**config.mk**
```make
export PLATFORM = sky130hd
export DESIGN_NAME = alu_ctl_seq
export DESIGN_NICKNAME = d
export VERILOG_FILES = /design/src/rtl/alu_ctl_seq.sv
export SDC_FILE = /design/constraint.sdc
export NUM_CORES = 1
export LEC_CHECK = 0
export CELL_PAD_IN_SITES_DETAIL_PLACEMENT = 1
export CELL_PAD_IN_SITES_GLOBAL_PLACEMENT = 1
export CORE_UTILIZATION = 28
export CTS_BUF_LIST = sky130_fd_sc_hd__clkbuf_4 sky130_fd_sc_hd__clkbuf_8 sky130_fd_sc_hd__clkbuf_16
export DETAILED_ROUTE_END_ITERATION = 16
export PLACE_DENSITY = 0.84
export SETUP_SLACK_MARGIN = 0.1
export SLEW_MARGIN = 10
export SYNTH_ARGS = -nofsm -noshare
export SYNTH_HDL_FRONTEND = slang
export SYNTH_SLANG_ARGS = --single-unit
export TNS_END_PERCENT = 5
```
**constraint.sdc**
```tcl
create_clock -name i_clk -period 1.7 [get_ports i_clk]
set_clock_uncertainty 0.15 [all_clocks]
set_input_delay 0.17 -clock i_clk [delete_from_list [all_inputs] [get_ports i_clk]]
set_output_delay 0.17 -clock i_clk [all_outputs]
set_load 0.005 [all_outputs]
```
**src/rtl/alu_ctl_seq.sv**
```systemverilog
// Issue sequencer between decode and the combinational ALU: decodes one
// instruction slice into an ALU CTL code, drives registered operands, returns the result.
module alu_ctl_seq #(
    parameter int WORDSIZE = 32
) (
    input  logic                i_clk,
    input  logic                i_rst_n,
    input  logic                i_in_valid,
    output logic                o_in_ready,
    input  logic [6:0]          i_opcode,
    input  logic [2:0]          i_funct3,
    input  logic                i_funct7_5,
    input  logic [WORDSIZE-1:0] i_rs1,
    input  logic [WORDSIZE-1:0] i_rs2,
    input  logic [WORDSIZE-1:0] i_imm,
    output logic [WORDSIZE-1:0] o_alu_a,
    output logic [WORDSIZE-1:0] o_alu_b,
    output logic [3:0]          o_alu_ctl,
    input  logic [WORDSIZE-1:0] i_alu_r,
    input  logic                i_alu_z,
    output logic                o_out_valid,
    input  logic                i_out_ready,
    output logic [WORDSIZE-1:0] o_out_r,
    output logic                o_out_taken,
    output logic                o_out_illegal
);

    // state | meaning
    // IDLE  | ready for a new instruction slice
    // EXEC  | operands on the ALU, result captured at the next edge
    // DONE  | result held until the consumer takes it
    typedef enum logic [1:0] {S_IDLE, S_EXEC, S_DONE} state_t;

    localparam logic [3:0] CTL_AND = 4'b0000;
    localparam logic [3:0] CTL_OR  = 4'b0001;
    localparam logic [3:0] CTL_ADD = 4'b0010;
    localparam logic [3:0] CTL_SUB = 4'b0110;

    state_t              r_state;
    logic [WORDSIZE-1:0] r_alu_a;
    logic [WORDSIZE-1:0] r_alu_b;
    logic [3:0]          r_alu_ctl;
    logic                r_is_branch;
    logic                r_is_bne;
    logic                r_out_valid;
    logic [WORDSIZE-1:0] r_out_r;
    logic                r_out_taken;
    logic                r_out_illegal;

    logic       w_legal;
    logic [3:0] w_ctl;
    logic       w_use_imm;
    logic       w_branch;
    logic       w_bne;

    always_comb begin
        w_legal   = 1'b0;
        w_ctl     = CTL_AND;
        w_use_imm = 1'b0;
        w_branch  = 1'b0;
        w_bne     = 1'b0;
        case (i_opcode)
            7'b0110011: begin
                case (i_funct3)
                    3'b000: begin
                        w_legal = 1'b1;
                        w_ctl   = i_funct7_5 ? CTL_SUB : CTL_ADD;
                    end
                    3'b111: begin
                        w_legal = 1'b1;
                        w_ctl   = CTL_AND;
                    end
                    3'b110: begin
                        w_legal = 1'b1;
                        w_ctl   = CTL_OR;
                    end
                    default: w_legal = 1'b0;
                endcase
            end
            7'b0010011: begin
                w_use_imm = 1'b1;
                case (i_funct3)
                    3'b000: begin
                        w_legal = 1'b1;
                        w_ctl   = CTL_ADD;
                    end
                    3'b111: begin
                        w_legal = 1'b1;
                        w_ctl   = CTL_AND;
                    end
                    3'b110: begin
                        w_legal = 1'b1;
                        w_ctl   = CTL_OR;
                    end
                    default: w_legal = 1'b0;
                endcase
            end
            7'b0000011, 7'b0100011: begin
                w_legal   = 1'b1;
                w_ctl     = CTL_ADD;
                w_use_imm = 1'b1;
            end
            7'b1100011: begin
                w_ctl    = CTL_SUB;
                w_branch = 1'b1;
                case (i_funct3)
                    3'b000: w_legal = 1'b1;
                    3'b001: begin
                        w_legal = 1'b1;
                        w_bne   = 1'b1;
                    end
                    default: w_legal = 1'b0;
                endcase
            end
            default: w_legal = 1'b0;
        endcase
    end

    always_ff @(posedge i_clk or negedge i_rst_n) begin
        if (!i_rst_n) begin
            r_state       <= S_IDLE;
            r_alu_a       <= '0;
            r_alu_b       <= '0;
            r_alu_ctl     <= CTL_AND;
            r_is_branch   <= 1'b0;
            r_is_bne      <= 1'b0;
            r_out_valid   <= 1'b0;
            r_out_r       <= '0;
            r_out_taken   <= 1'b0;
            r_out_illegal <= 1'b0;
        end else begin
            case (r_state)
                S_IDLE: begin
                    if (i_in_valid) begin
                        if (w_legal) begin
                            r_alu_a     <= i_rs1;
                            r_alu_b     <= w_use_imm ? i_imm : i_rs2;
                            r_alu_ctl   <= w_ctl;
                            r_is_branch <= w_branch;
                            r_is_bne    <= w_bne;
                            r_state     <= S_EXEC;
                        end else begin
                            // ALU inputs are deliberately left at the previous op's values
                            r_out_illegal <= 1'b1;
                            r_out_r       <= '0;
                            r_out_taken   <= 1'b0;
                            r_out_valid   <= 1'b1;
                            r_state       <= S_DONE;
                        end
                    end
                end
                S_EXEC: begin
                    r_out_r       <= i_alu_r;
                    r_out_taken   <= r_is_branch & (r_is_bne ? ~i_alu_z : i_alu_z);
                    r_out_illegal <= 1'b0;
                    r_out_valid   <= 1'b1;
                    r_state       <= S_DONE;
                end
                S_DONE: begin
                    if (i_out_ready) begin
                        r_out_valid <= 1'b0;
                        r_state     <= S_IDLE;
                    end
                end
                default: r_state <= S_IDLE;
            endcase
        end
    end

    assign o_in_ready    = (r_state == S_IDLE);
    assign o_alu_a       = r_alu_a;
    assign o_alu_b       = r_alu_b;
    assign o_alu_ctl     = r_alu_ctl;
    assign o_out_valid   = r_out_valid;
    assign o_out_r       = r_out_r;
    assign o_out_taken   = r_out_taken;
    assign o_out_illegal = r_out_illegal;

endmodule

```
=== Yosys cells after proc, flatten, opt, wreduce, memory -nomap -nowiden ===
Cells that the tools add are included.

* Mux-type cells: 28
* Reductions and logical operators: 13
* Bitwise operators: 2
* Equality and inequality tests: 13

{| class="wikitable"
|+ Operators with widths
! operator !! number
|-
| $mux W32 || 3
|-
| $pmux W32 S2 || 1
|-
| $eq A7 B6 Y1 const B || 2
|-
| $mux W1 || 12
|-
| $pmux W3 S4 || 1
|-
| $eq A7 B2 Y1 const B || 1
|-
| $eq A7 B5 Y1 const B || 1
|-
| $eq A7 B7 Y1 const B || 1
|-
| $eq A3 B3 Y1 const B || 2
|-
| $mux W2 || 3
|-
| $ne A2 B2 Y1 const B || 3
|-
| $pmux W1 S3 || 2
|-
| $pmux W2 S3 || 1
|-
| $pmux W3 S2 || 1
|-
| $reduce_and A3 Y1 || 2
|-
| $reduce_or A2 Y1 || 3
|-
| $reduce_or A3 Y1 || 2
|-
| $pmux W1 S2 || 2
|-
| $pmux W2 S2 || 1
|-
| $reduce_and A4 Y1 || 1
|-
| $eq A3 B1 Y1 const B || 1
|-
| $logic_not A3 Y1 || 1
|-
| $mux W3 || 1
|-
| $reduce_bool A3 Y1 || 1
|-
| other kinds (7) || 7
|}

* Register bits: 107
* Word-level logic and storage cells: 66
* Output and inout port bits: 104
* Bits of input ports: 144

=== Longest topological paths before layout ===
Gate-level depths: netlist of the first run.

* Depth after elaboration: 7
* Depth in mapped cells: 6
* Mapped depth without buffers: 4

=== Worst setup path after synthesis of the first run ===
Ideal clock, no wire load.

* Path type: input port to flip-flop
* Start: in i_opcode[6]
* End: reg r_alu_a[10] (netlist: o_alu_a[10])
* Stages: 5
* Setup time: 125 ps
* Arrival: 1,794 ps
* Setup slack: -369 ps
* Data required time: 1,425 ps
* Buffers on the path: 1
* Path through: or4_4 o21a_2 a211oi_4 buf_6 mux2_4

* Longest elaborated chain between the ends: 4
* Elaborated cells on any way between the ends: 9
* Classes of those cells: eq/ne (5); mux (1); reduce/logical (3)

{| class="wikitable"
|+ Ends and longest elaborated chain
! element !! line !! source
|-
| from (decl) || 10 || <nowiki>input logic [6:0] i_opcode,</nowiki>
|-
| $eq A7 B2 Y1, or another cell as far along || 62 || <nowiki>case (i_opcode)</nowiki>
|-
| $reduce_or A2 Y1, on equally long branches || - ||
|-
| $pmux W1 S3 (*) || 62 ||
|-
| $reduce_and A3 Y1 (no line) (*) || - ||
|-
| to (signal assigned) || 136 || <nowiki>r_alu_a <= i_rs1;</nowiki>
|-
| to (decl) || 40 || <nowiki>logic [WORDSIZE-1:0] r_alu_a;</nowiki>
|}

Every way passes the cells marked *; elsewhere a longest branch is shown, timed or not.
A chain may end at the register's enable or synchronous reset.

=== Final worst setup path of the first run ===
* Start: reg r_state[1]
* End: reg r_alu_a[30] (netlist: o_alu_a[30])

* Longest elaborated chain between the ends: 2

{| class="wikitable"
|+ Ends and longest elaborated chain
! element !! line !! source
|-
| from (decl) || 39 || <nowiki>state_t r_state;</nowiki>
|-
| from (signal assigned) || 121 || <nowiki>r_state <= S_IDLE;</nowiki>
|-
| from (signal assigned) || 141 || <nowiki>r_state <= S_EXEC;</nowiki>
|-
| from (signal assigned) || 148 || <nowiki>r_state <= S_DONE;</nowiki>
|-
| $logic_not A2 Y1 || 132 || <nowiki>case (r_state)</nowiki>
|-
| $reduce_and A3 Y1 (no line) || - ||
|}

No other way between the ends.

==> results of run 1 <==
[cell families after synthesis]
logic type,share of synthesized area
and+or+nand+nor,0.0285
other,0.000776
xor gates and xnor gates,0.00181
buffers and inverters,0.0319
muxes,0.333
DFF,0.549
AOI/OAI and AO/OA,0.0552
[state kept, by name (all words and copies together) (netlist names)]
signal,cells
o_out_illegal,1
o_alu_ctl,3
r_is_branch,1
o_out_r,32
o_out_taken,1
o_alu_a,32
r_is_bne,1
o_alu_b,32
o_out_valid,1
r_state,2
[worst max-delay path, stage by stage, from the launching register on]
cell                       delay, ns
sky130_fd_sc_hd__dfrtp_1        0.39
sky130_fd_sc_hd__nor2_2         0.16
sky130_fd_sc_hd__nand2_2        0.13
sky130_fd_sc_hd__a211oi_4       0.23
sky130_fd_sc_hd__buf_6          0.16
sky130_fd_sc_hd__buf_16         0.12
sky130_fd_sc_hd__buf_12         0.14
sky130_fd_sc_hd__mux2_4         0.31
[synthesized netlist by cell type (2+ instances only)]
cell,number
sky130_fd_sc_hd__dfrtp_1,106
sky130_fd_sc_hd__mux2_2,56
sky130_fd_sc_hd__mux2_4,40
sky130_fd_sc_hd__a21oi_1,36
sky130_fd_sc_hd__mux2i_1,33
sky130_fd_sc_hd__clkbuf_1,10
sky130_fd_sc_hd__buf_6,7
sky130_fd_sc_hd__nand2_1,6
sky130_fd_sc_hd__nor2_1,6
sky130_fd_sc_hd__buf_1,4
sky130_fd_sc_hd__inv_1,4
sky130_fd_sc_hd__mux2_1,4
sky130_fd_sc_hd__o21ai_0,4
sky130_fd_sc_hd__nand2b_1,3
sky130_fd_sc_hd__nand3_1,3
sky130_fd_sc_hd__and3_1,2
sky130_fd_sc_hd__nor2b_1,2
[layout make-up]
class	count	share of cell area
timing repair buffer	295	0.360
sequential	106	0.303
multi-input combinational	208	0.268
tap	220	0.0315
clock buffer	9	0.0258
clock inverter	7	0.00988
inverter	4	0.00172
[path summary, 6_finish.rpt]
path | startpoint | endpoint | cells after the start
min in group i_clk | i_funct3[0] | r_is_bne | 4
max in group asynchronous | i_rst_n | o_alu_a[15] | 3
worst max-delay path | r_state[1] | o_alu_a[30] | 7
worst min register to register | o_alu_b[14] | o_alu_b[14] | 1
worst max register to register | r_state[1] | o_alu_a[30] | 7
worst min-delay path | i_rst_n | o_out_r[7] | 2
[power by group]
group          leakage (nW)  switching [mW]  total (mW)  internal (mW)
sequential             1.43           0.185        2.99           2.81
clock                 0.150            1.02        2.20           1.17
combinational          2.72           0.547        1.72           1.18
total                  4.29            1.75        6.91           5.16
[layer usage]
metal	vias to the layer above	global-route usage	share of wire
met1	1952	0.223	0.39
met2	174	0.343	0.52
li1	1781	-	-
met5	-	0	0
met3	19	0.0567	0.070
met4	0	0.0669	0.018
[stage by stage]
step	instance area, sq um	std cells
3_3_place_gp	7810	821
5_1_grt	8740	849
6_report	8740	849
4_1_cts	8470	847
3_5_place_dp	7810	821
2_1_floorplan	4840	340
[what timing repair did]
item                                    4_1_cts  5_1_grt
hold buffers                                  1        0
gates resized for setup                      75       73
endpoints found under the hold margin        88        0
pin swaps                                     4       32
endpoints found under the setup margin      111      126
cloned                                        5        0
buffers inserted                              4        2
==> results.md, run 1 <==
- The portion of the clock cycle consumed by the worst path in the final layout is 1.13.
- The shortest period the worst path allows is 1.92 ns.
- Leaving out fill and tap cells, the most frequent cells in the layout are 209 x sky130_fd_sc_hd__clkdlybuf4s50_1, 106 x sky130_fd_sc_hd__dfrtp_1, 61 x sky130_fd_sc_hd__mux2_4, 37 x sky130_fd_sc_hd__mux2_2, 33 x sky130_fd_sc_hd__mux2i_1.
- The filler cells instantiated in the layout total 1683.
- The part of the Yosys area used for sequential elements is 0.549.
- The final antenna diode count is 0.
- The clock passes through at most 2 buffers.
- The max-capacitance violation count is 0.
- The largest area contributor in the synthesized netlist is sky130_fd_sc_hd__dfrtp_1.
- In this run, synthesis inferred 0 flip-flops with an integrated enable.
- The top cell type's share of synthesized area is 0.549.
- The warning count from the yosys run is 0.
- For this run, the leading register cell type out of synthesis is sky130_fd_sc_hd__dfrtp_1.
- Counting flops with an async set or reset pin after synthesis yields a share of 1.00.
- Row generation in the floorplan step produced 47 rows.
- The run finished, with violations left.
- In the routed design, unresolved DRC markers number 0.
- The leakage power is 4.29 nW.
- The synthesized net count is 484.
- The kind of path behind the tightest hold check is in -> async.
- The die width is 133 um.
- The via count of the first global-routing pass is 4523.
- By area the synthesized netlist is led by sky130_fd_sc_hd__dfrtp_1 55%, sky130_fd_sc_hd__mux2_2 13%, sky130_fd_sc_hd__mux2_4 12%.
- The via count normalized by instance count is 4.62.
- The overall global routing resource usage is 0.194.
- The congestion estimate from routability-driven global placement came to 0.729.
- The checks that failed: setup timing.
- The leading cell type in the layout, fill and taps excluded is sky130_fd_sc_hd__clkdlybuf4s50_1.
- The die outline area is 17800 sq um.
- The core region is 16700 sq um.
- The number of DRC markers in iteration 0 is 86.
- The total number of nets in the final design is 768.
- For the worst setup path, the data arrival time is 1.99 ns.
- The flip-flop and latch count after synthesis is 106.
- The number of buffer cells added on primary ports is 246.
- The number of different library cells used by synthesis comes to 31.
- In this run the power density over the cells is 791 nW/um^2.
- After detailed routing, the average wire length per cell comes to 19.9 um.
- The clock insertion delay at the later pin of the skew report is 0.34 ns.
- The power after layout is 6.91 mW.
- The footprint of the flip-flops and latches is 2650 sq um.
- The number of slew-limit violations in the final report is 0.
- Summing every instance area after synthesis gives 4830 sq um.
- TritonCTS built the clock tree.
- Setup violations remaining at the end of the flow were counted as 69.
- The H-tree generated during clock tree synthesis spans 3 levels.
- The final route contains 3926 vias.
- The die outline height is 133 um.
- The highest clock frequency the design can meet is 521 MHz.
- The kind of critical path is reg -> reg.
- The cell at the root of the clock tree is sky130_fd_sc_hd__clkbuf_16.
- Once detail routing completed, the nets flagged for antenna violations numbered 0.
- The HPWL after detailed placement is 12300 um.
- The share of the core filled with cells in the final layout is 0.523.
- The endpoint required time on the critical path is 1.77 ns.
- The first-pass detailed-route iteration total is 4.
- Entering global routing, the biggest net connects 38 pins.
- The worst slack at placement is -0.895 ns.
- In this run the count of I/O pins placed on the die edge is 248.
- Setup repair after global routing could not meet its margin everywhere.
- In the final layout, the multi-input gates occupy 2340 sq um.
- The kind of start point of the critical path is a flop.
- The layout cell share with drive strength beyond 1 is 0.335.
- The cell count after synthesis came out at 340.
- TritonCTS created 9 clock buffers.
- The first global-routing pass estimated 26300 um of wire.
- The number of hold-slack violations in the final timing report is 0.
- The hold slack is 0.154 ns.
- The total wirelength of the detailed-routed design is 16900 um.
- The clock net in this run drives a total of 106 sinks.
- The initial antenna violation count came to 0.
- The worst-case IR drop observed on VDD is 0.480 mV.
- The mean area per synthesized cell is 14.2 sq um.
- The total overflow left after global routing is 0.
- Along the worst path, the maximum fanout reaches 8.
- Relative to the synthesized area, the layout overhead comes to 81.0%.
- The type of element capturing the critical path is a flop.
- Clock-pin slew was measured on the worst setup and hold paths at 0.07 ns.
- In the post-route analysis, the smallest setup slack over all paths is -0.219 ns.
- Summed over all failing endpoints, the final setup total negative slack is -13.12 ns.
- The register-to-register path setup slack is -0.22 ns.
- The initial cell density of the core is 0.289.
Note: power is estimated with default switching activity, not from simulation.
==> run 2: changes to the inputs <==
GPL_TIMING_DRIVEN = 0   (was not set)
==> run 2 against run 1 <==
Effect of this change:
- the run still ends with setup timing left
- sequential share of layout area up 1.2 points
- register-to-register slack improved by 0.09 ns
- first-iteration DRC count shrank 20%
- worst setup slack better by 0.092 ns
- largest power group unchanged
- maximum frequency rose by 5.0%
==> results.md, run 2 (same netlist as run 1, synthesis figures left out) <==
- The type of element capturing the critical path is a flop.
- For this run the aggregate overflow at the end of global routing stands at 0.
- The path class of the tightest hold or removal check is in -> reg.
- The number of placement rows is 47.
- TritonCTS built the clock tree.
- Setup repair after global routing could not meet its margin everywhere.
- The shortest period the worst path allows is 1.83 ns.
- The placeable core area is 16700 sq um.
- The final RePlAce weighted congestion is 0.754.
- Traced cell by cell, the critical path runs through nor2_4 -> nand2_4 -> a211oi_4 -> buf_6 -> buf_12 -> mux2_4.
- In this run the static leakage power is 4.17 nW.
- The startpoint of the tightest hold check path is i_opcode[5].
- Leaving out fill and tap cells, the most frequent cell in the layout is sky130_fd_sc_hd__clkdlybuf4s50_1.
- The detail route stage leaves a number of antenna-violating nets equal to 0.
- The kind of critical path is reg -> reg.
- The setup check on the worst reg-to-reg path leaves a slack of -0.13 ns.
- After the last flow step, the layout net total stands at 755.
- The maximum number of buffers from clock root to sink is 2.
- The flow ran to the end, but the final reports show violations.
- The endpoint identified for the worst register-to-register timing path is o_alu_a[31].
- Dividing total power by cell area gives a power density of 803 nW/um^2.
- Summed over all nets, the half-perimeter wirelength after detailed placement is 12000 um.
- The first-pass detailed-route iteration total is 4.
- The arrival time of the worst setup path is 1.91 ns.
- In this run, the number of DRC markers left after iteration 0 of detailed routing was 69.
- The endpoint required time on the critical path is 1.79 ns.
- Detailed routing inserted a total of 3847 vias.
- The detailed-route wire length per cell is 19.9 um.
- Among all stages on the critical path, the largest delay is contributed by sky130_fd_sc_hd__dfrtp_2.
- The destination of the worst hold path is o_alu_ctl[2].
- The first-pass GRT wire length is 26000 um.
- The hold-critical path depth is 3.
- The max-capacitance violation count is 0.
- The via count of the first global-routing pass is 4528.
- Setup violations remaining at the end of the flow were counted as 68.
- The die outline height is 133 um.
- The worst register-to-register path begins at r_state[0].
- The number of placed instances with taps included is 807.
- The highest clock frequency the design can meet is 547 MHz.
- The initial cell density of the core is 0.289.
- The number of hold-slack violations in the final timing report is 0.
- The non-filler instance count after layout is 837.
- The number of slew-limit violations in the final report is 0.
- The hold slack is 0.111 ns.
- The initial antenna violation count came to 1.
- The TritonCTS sink count is 106.
- Counting the buffers created by CTS gives 9.
- The worst-case reg-to-reg path depth is 6.
- Entering global routing, the biggest net connects 55 pins.
- The final reports fail on setup timing.
- After clock tree synthesis, the clock-pin slew on the worst setup and hold paths is 0.07 ns.
- The largest driver fanout on the critical path is 10.
- The worst-case IR drop observed on VDD is 0.428 mV.
- For the pin with the worst max-slew slack, the measured transition is 0.520 ns.
- CTS built an H-tree with a depth of 3.
- The kind of start point of the critical path is a flop.
- The total wirelength of the detailed-routed design is 16700 um.
- The die outline area is 17800 sq um.
- Measured against its own limit, the worst slew margin works out to 0.653.
- The I/O pin count is 248.
- The number of buffer cells added on primary ports is 246.
- In the finished design, the share of the clock period the worst path needs comes to 1.07.
- In the layout the commonest cells are 212 x sky130_fd_sc_hd__clkdlybuf4s50_1, 104 x sky130_fd_sc_hd__dfrtp_1, 68 x sky130_fd_sc_hd__mux2_4, 35 x sky130_fd_sc_hd__a21oi_1, 33 x sky130_fd_sc_hd__mux2i_1.
- The layout cell share with drive strength beyond 1 is 0.274.
- Using the TritonRoute via totals, the vias-per-cell ratio works out to 4.60.
- Summing internal, switching and leakage power gives 6.75 mW.
- In this design, the stage delay of the slowest critical-path cell is 0.44 ns.
- Across every metal layer, demand over resource in global routing totals 0.193.
- The number of fillers in the final layout is 1697.
- In the routed design, unresolved DRC markers number 0.
- From left edge to right edge, the die measures 133 um.
- Once routing completed, OpenROAD measured the worst setup slack at -0.127 ns.
- From synthesis to final layout, the design area changed by 74.1%.
- CTS placed an instance of sky130_fd_sc_hd__clkbuf_16 at the clock tree root.
- The clock insertion delay at the later pin of the skew report is 0.35 ns.
==> run 2: changes by cell type in the layout (fill, tap and decap cells not counted), moves of 4 or more <==
cell	change
sky130_fd_sc_hd__a21oi_4	-8
sky130_fd_sc_hd__a21oi_2	-23
sky130_fd_sc_hd__mux2_2	-5
sky130_fd_sc_hd__buf_6	-4
sky130_fd_sc_hd__mux2_4	+7
sky130_fd_sc_hd__clkbuf_8	+5
sky130_fd_sc_hd__a21oi_1	+31
sky130_fd_sc_hd__buf_4	-9
==> run 2: stage by stage <==
stage	TNS (ns)	instance area (sq um)	setup WS, ns	utilization
detailed placement	-111.19	7600	-1.24	0.455
floorplan	-27.67	4840	-0.359	-
CTS	-6.08	8300	-0.119	0.497
finish	-6.52	8410	-0.127	0.504
global placement	-494.52	7570	-3.67	0.453
global route	-10.17	8410	-0.182	0.504
==> run 2: timing repair <==
item                                    CTS  global route
hold endpoints to repair                 52             0
endpoints found under the setup margin  109           119
pin swaps                                 4             2
hold buffers                              1             0
resized for setup                       108            47
gates cloned                              3             0
setup buffers                             8             1
==> run 2: per-layer routing <==
layer,part of all wire,vias to the layer above,global-route usage,wire length [um]
met5,0,-,0,0
met4,0.015,0,0.0669,257
met2,0.53,166,0.352,8780
met3,0.080,14,0.0616,1330
met1,0.38,1914,0.209,6300
li1,-,1753,-,-
==> run 2: layout make-up <==
class                      count  area [sq um]  area share
inverter                       4          15.0     0.00179
antenna                        1          2.50    0.000298
clock buffer                  13           268      0.0318
multi-input combinational    208          2180       0.260
clock inverter                 3          23.8     0.00283
buffer                        22           322      0.0382
sequential                   106          2660       0.316
timing repair buffer         260          2670       0.317
tap                          220           275      0.0327
==> run 2: power by group <==
group	internal, mW	switching, mW	total (mW)	leakage (nW)
registers	2.81	0.185	2.99	1.42
clock network	1.11	0.966	2.08	0.139
logic	1.18	0.502	1.68	2.61
==> run 2: how the worst max path moves through the flow <==
stage	slack, ns	startpoint	end
after detailed placement	-1.24	i_opcode[6]	o_alu_b[9]
after CTS	-0.12	i_opcode[6]	o_alu_a[31]
after global placement	-3.67	i_rst_n	o_alu_b[20]
final	-0.13	r_state[0]	o_alu_a[31]
after global routing	-0.18	r_state[0]	o_alu_a[21]
after floorplan	-0.36	i_opcode[6]	o_alu_a[10]
==> run 2: critical path: cells and delay by family, from the launching register on <==
| kind | cells | cell delay, ns |
|---|---|---|
| compound gates | 1 | 0.21 |
| buf+inv | 2 | 0.37 |
| flops | 1 | 0.44 |
| mux | 1 | 0.31 |
| simple gates | 2 | 0.23 |
==> run 3: changes to the inputs <==
ABC_AREA = 1   (was not set)
CORE_UTILIZATION = 25   (was 28)
CTS_BUF_LIST = not set   (was sky130_fd_sc_hd__clkbuf_4 sky130_fd_sc_hd__clkbuf_8 sky130_fd_sc_hd__clkbuf_16)
PLACE_DENSITY = 0.83   (was 0.84)
==> run 3 against run 2 <==
Effect of this change:
- the run now ends clean
- area after synthesis decreased by 0.80%
- largest cell class unchanged
- utilization decreased by 5.9 points
- cell count grew 35%
- clock power grew 5%
- combinational power decreased by 10%
- sequential power decreased by 3%
- hold slack improved by 0.040 ns
- power down 2.3%
- first-iteration DRC count increased to 2.8 times the previous value
- global-route usage decreased by 1.1 points
==> results.md, run 3 <==
- The flow ran to the end, and the final reports show no timing, DRC or antenna violations.
- The shortest period the worst path allows is 1.60 ns.
- After routing, the total negative slack on setup checks comes to 0 ns.
- Setup repair after global routing could not meet its margin everywhere.
- The warning count from the yosys run is 0.
- The routed layout has 5068 vias.
- The proportion of register bits with asynchronous set or reset after synthesis is 1.00.
- Tracing the worst setup path back leads to its startpoint at r_state[1].
- The total number of nets in the final design is 1032.
- The routed design has 17900 um of wire.
- The mean area per synthesized cell is 7.83 sq um.
- Clock tree synthesis found a total of 106 sinks.
- The first-pass GRT wire length is 27900 um.
- In this run the clock root is driven by a sky130_fd_sc_hd__clkbuf_16.
- The largest driver fanout on the critical path is 10.
- The flip-flop and latch count after synthesis is 106.
- The number of levels in the clock H-tree is 3.
- In the final routed layout, each cell accounts on average for 15.8 um.
- The die width is 140 um.
- At the worst endpoint, the required time is 1.79 ns.
- The clock insertion delay at the later pin of the skew report is 0.35 ns.
- The number of slew-limit violations in the final report is 0.
- The die outline height is 140 um.
- Max-cap violations in this run came to 0.
- The worst register-to-register path begins at r_state[1].
- The initial antenna violation count is 3.
- The share of synthesized area in the top cell type comes to 0.554.
- In this run, synthesis inferred 0 flip-flops with an integrated enable.
- The congestion estimate from routability-driven global placement came to 0.774.
- The die outline area is 19700 sq um.
- Static timing analysis puts the maximum clock frequency at 625 MHz.
- In this run the cell area measured after placement is 7570 sq um.
- For this run the aggregate overflow at the end of global routing stands at 0.
- The finished layout cell area is 8350 sq um.
- The area overhead of the layout relative to synthesis is 74.4%.
- Of the cells placed in the final design, the portion with a size suffix greater than 1 is 0.110.
- The leading register cell type out of synthesis is sky130_fd_sc_hd__dfrtp_1.
- The placeable core area is 18800 sq um.
- The worst-case reg-to-reg path depth is 6.
- In this run the critical register-to-register path is captured at o_alu_a[25].
- The number of fillers in the final layout is 2233.
- Dividing total power by cell area gives a power density of 790 nW/um^2.
- The initial cell density of the core is 0.255.
- The power after layout is 6.60 mW.
- Summed over all instances, the cell type with the most area after synthesis is sky130_fd_sc_hd__dfrtp_1.
- Synthesis produced a netlist with a net count of 756.
- Detailed placement ended at an HPWL of 13200 um.
- The total clock buffers created by CTS is 9.
- The number of hold-slack violations in the final timing report is 0.
- After synthesis, the most frequently instantiated cells are 320 x sky130_fd_sc_hd__nand2_1, 106 x sky130_fd_sc_hd__dfrtp_1, 104 x sky130_fd_sc_hd__nand3_1, 24 x sky130_fd_sc_hd__buf_2, 13 x sky130_fd_sc_hd__inv_1.
- Once layout is complete, the cells apart from fillers number 1128.
- Once placement completed, the tool counted placed cells totaling 1093.
- Pin placement for this block handled 248 I/O pins.
- The via count normalized by instance count is 4.49.
- The number of distinct library cell variants in the gate-level netlist after synthesis is 22.
- Setup violations remaining at the end of the flow were counted as 0.
- Across every metal layer, demand over resource in global routing totals 0.182.
- The first TritonRoute pass finished after 4 iterations.
- Ranked by total cell area, the synthesized netlist is headed by sky130_fd_sc_hd__dfrtp_1 55%, sky130_fd_sc_hd__nand2_1 25%, sky130_fd_sc_hd__nand3_1 11%.
- The number of DRC markers in iteration 0 is 195.
- After detailed routing, the number of remaining DRC violations is 0.
- Across the VDD grid, the largest voltage drop is 0.502 mV.
- The type of element capturing the critical path is a flop.
- The arrival time of the worst setup path is 1.69 ns.
- The maximum number of pins on one net before global-route repair is 63.
- The kind of start point of the critical path is a flop.
- The floorplan has 50 rows.
- The kind of path behind the tightest hold check is in -> async.
- For this run, the register share of the synthesized area comes to 0.554.
- The dominant cell by count in the synthesized netlist is sky130_fd_sc_hd__nand2_1.
- The portion of the clock cycle consumed by the worst path in the final layout is 0.940.
- The clock-pin transition on the worst setup and hold timing paths is 0.08 ns.
- The leakage power is 4.17 nW.
- The via count of the first global-routing pass is 5225.
- The maximum number of buffers from clock root to sink is 2.
- In the layout the commonest cells are 315 x sky130_fd_sc_hd__nand2_1, 241 x sky130_fd_sc_hd__clkdlybuf4s50_1, 104 x sky130_fd_sc_hd__dfrtp_1, 102 x sky130_fd_sc_hd__nand3_1, 20 x sky130_fd_sc_hd__buf_4.
- The kind of critical path is reg -> reg.
- Buffers placed on the I/O ports in this run total 246.
- The CTS tree is built.
- The hold slack is 0.150 ns.
- The post-synth design cell area is 4790 sq um.
- Once detail routing completed, the nets flagged for antenna violations numbered 0.
- The register-to-register path setup slack is 0.10 ns.
- The leading cell type in the layout, fill and taps excluded is sky130_fd_sc_hd__nand2_1.
- The cell count after synthesis is 612.
run 3: cell count changes in the layout (fill, tap and decap cells not counted), moves of 29 or more:
cell / delta
sky130_fd_sc_hd__a21oi_1: -32
sky130_fd_sc_hd__clkdlybuf4s50_1: +29
sky130_fd_sc_hd__nand3_1: +99
sky130_fd_sc_hd__mux2_2: -32
sky130_fd_sc_hd__mux2_4: -68
sky130_fd_sc_hd__nand2_1: +311
sky130_fd_sc_hd__mux2i_1: -33
run 3: layout make-up:
type | count | area (sq um) | share of cell area
antenna | 2 | 5.00 | 0.000599
multi-input combinational | 454 | 2020 | 0.242
inverter | 16 | 60.1 | 0.00719
timing repair buffer | 265 | 2700 | 0.324
clock buffer | 10 | 239 | 0.0286
sequential | 106 | 2660 | 0.318
buffer | 36 | 314 | 0.0376
tap | 234 | 293 | 0.0351
clock inverter | 5 | 62.6 | 0.00749
run 3: worst max-delay path by stage:
| stage | slack [ns] | end | cells past startpoint |
|---|---|---|---|
| CTS | 0.07 | o_alu_a[25] | 11 |
| detailed placement | -0.68 | o_alu_a[25] | 9 |
| finish | 0.10 | o_alu_a[25] | 6 |
| global placement | -4.03 | o_alu_b[2] | 1 |
| global route | 0.01 | o_alu_a[16] | 5 |
| floorplan | 0.27 | o_alu_b[19] | 5 |
run 3: through the flow:
step	setup WS [ns]	util
floorplan	0.268	-
global placement	-4.03	0.402
detailed placement	-0.681	0.404
CTS	0.0718	0.429
global route	0.0137	0.445
finish	0.101	0.445
run 3: cell families (layout without fill, tap and decap cells):
kind of cell | Yosys count | count (layout) | share of synthesized area
simple gates | 444 | 445 | 0.384
other cells | 1 | 3 | 0.000783
buf+inv | 53 | 332 | 0.0533
compound gates | 8 | 8 | 0.00836
flops | 106 | 106 | 0.554
run 3: power breakdown:
group / internal (mW) / switching (mW)
clock network: 1.18 / 0.993
logic: 0.915 / 0.594
registers: 2.77 / 0.145
run 3: repair_timing:
item | in CTS | in global routing
endpoints found under the hold margin | 44 | 0
setup buffers | 3 | 11
cloned | 0 | 4
pin swaps | 5 | 14
resized for setup | 46 | 47
endpoints found under the setup margin | 104 | 111
hold buffers | 1 | 0
run 3: worst max-delay path, cell delays in order (launching register included):
cell and delay, ns:
sky130_fd_sc_hd__dfrtp_2 0.49, sky130_fd_sc_hd__nor3_4 0.30, sky130_fd_sc_hd__buf_6 0.18, sky130_fd_sc_hd__nand2_4 0.09
sky130_fd_sc_hd__buf_6 0.16, sky130_fd_sc_hd__nand2_1 0.07, sky130_fd_sc_hd__nand2_1 0.06
run 3: per-layer routing:
metal / vias to the layer above / part of all wire / track usage
met4: 0 / 0.026 / 0.0798
met3: 27 / 0.053 / 0.0379
met2: 150 / 0.50 / 0.308
met1: 2413 / 0.42 / 0.223
met5: - / 0 / 0
li1: 2478 / - / -
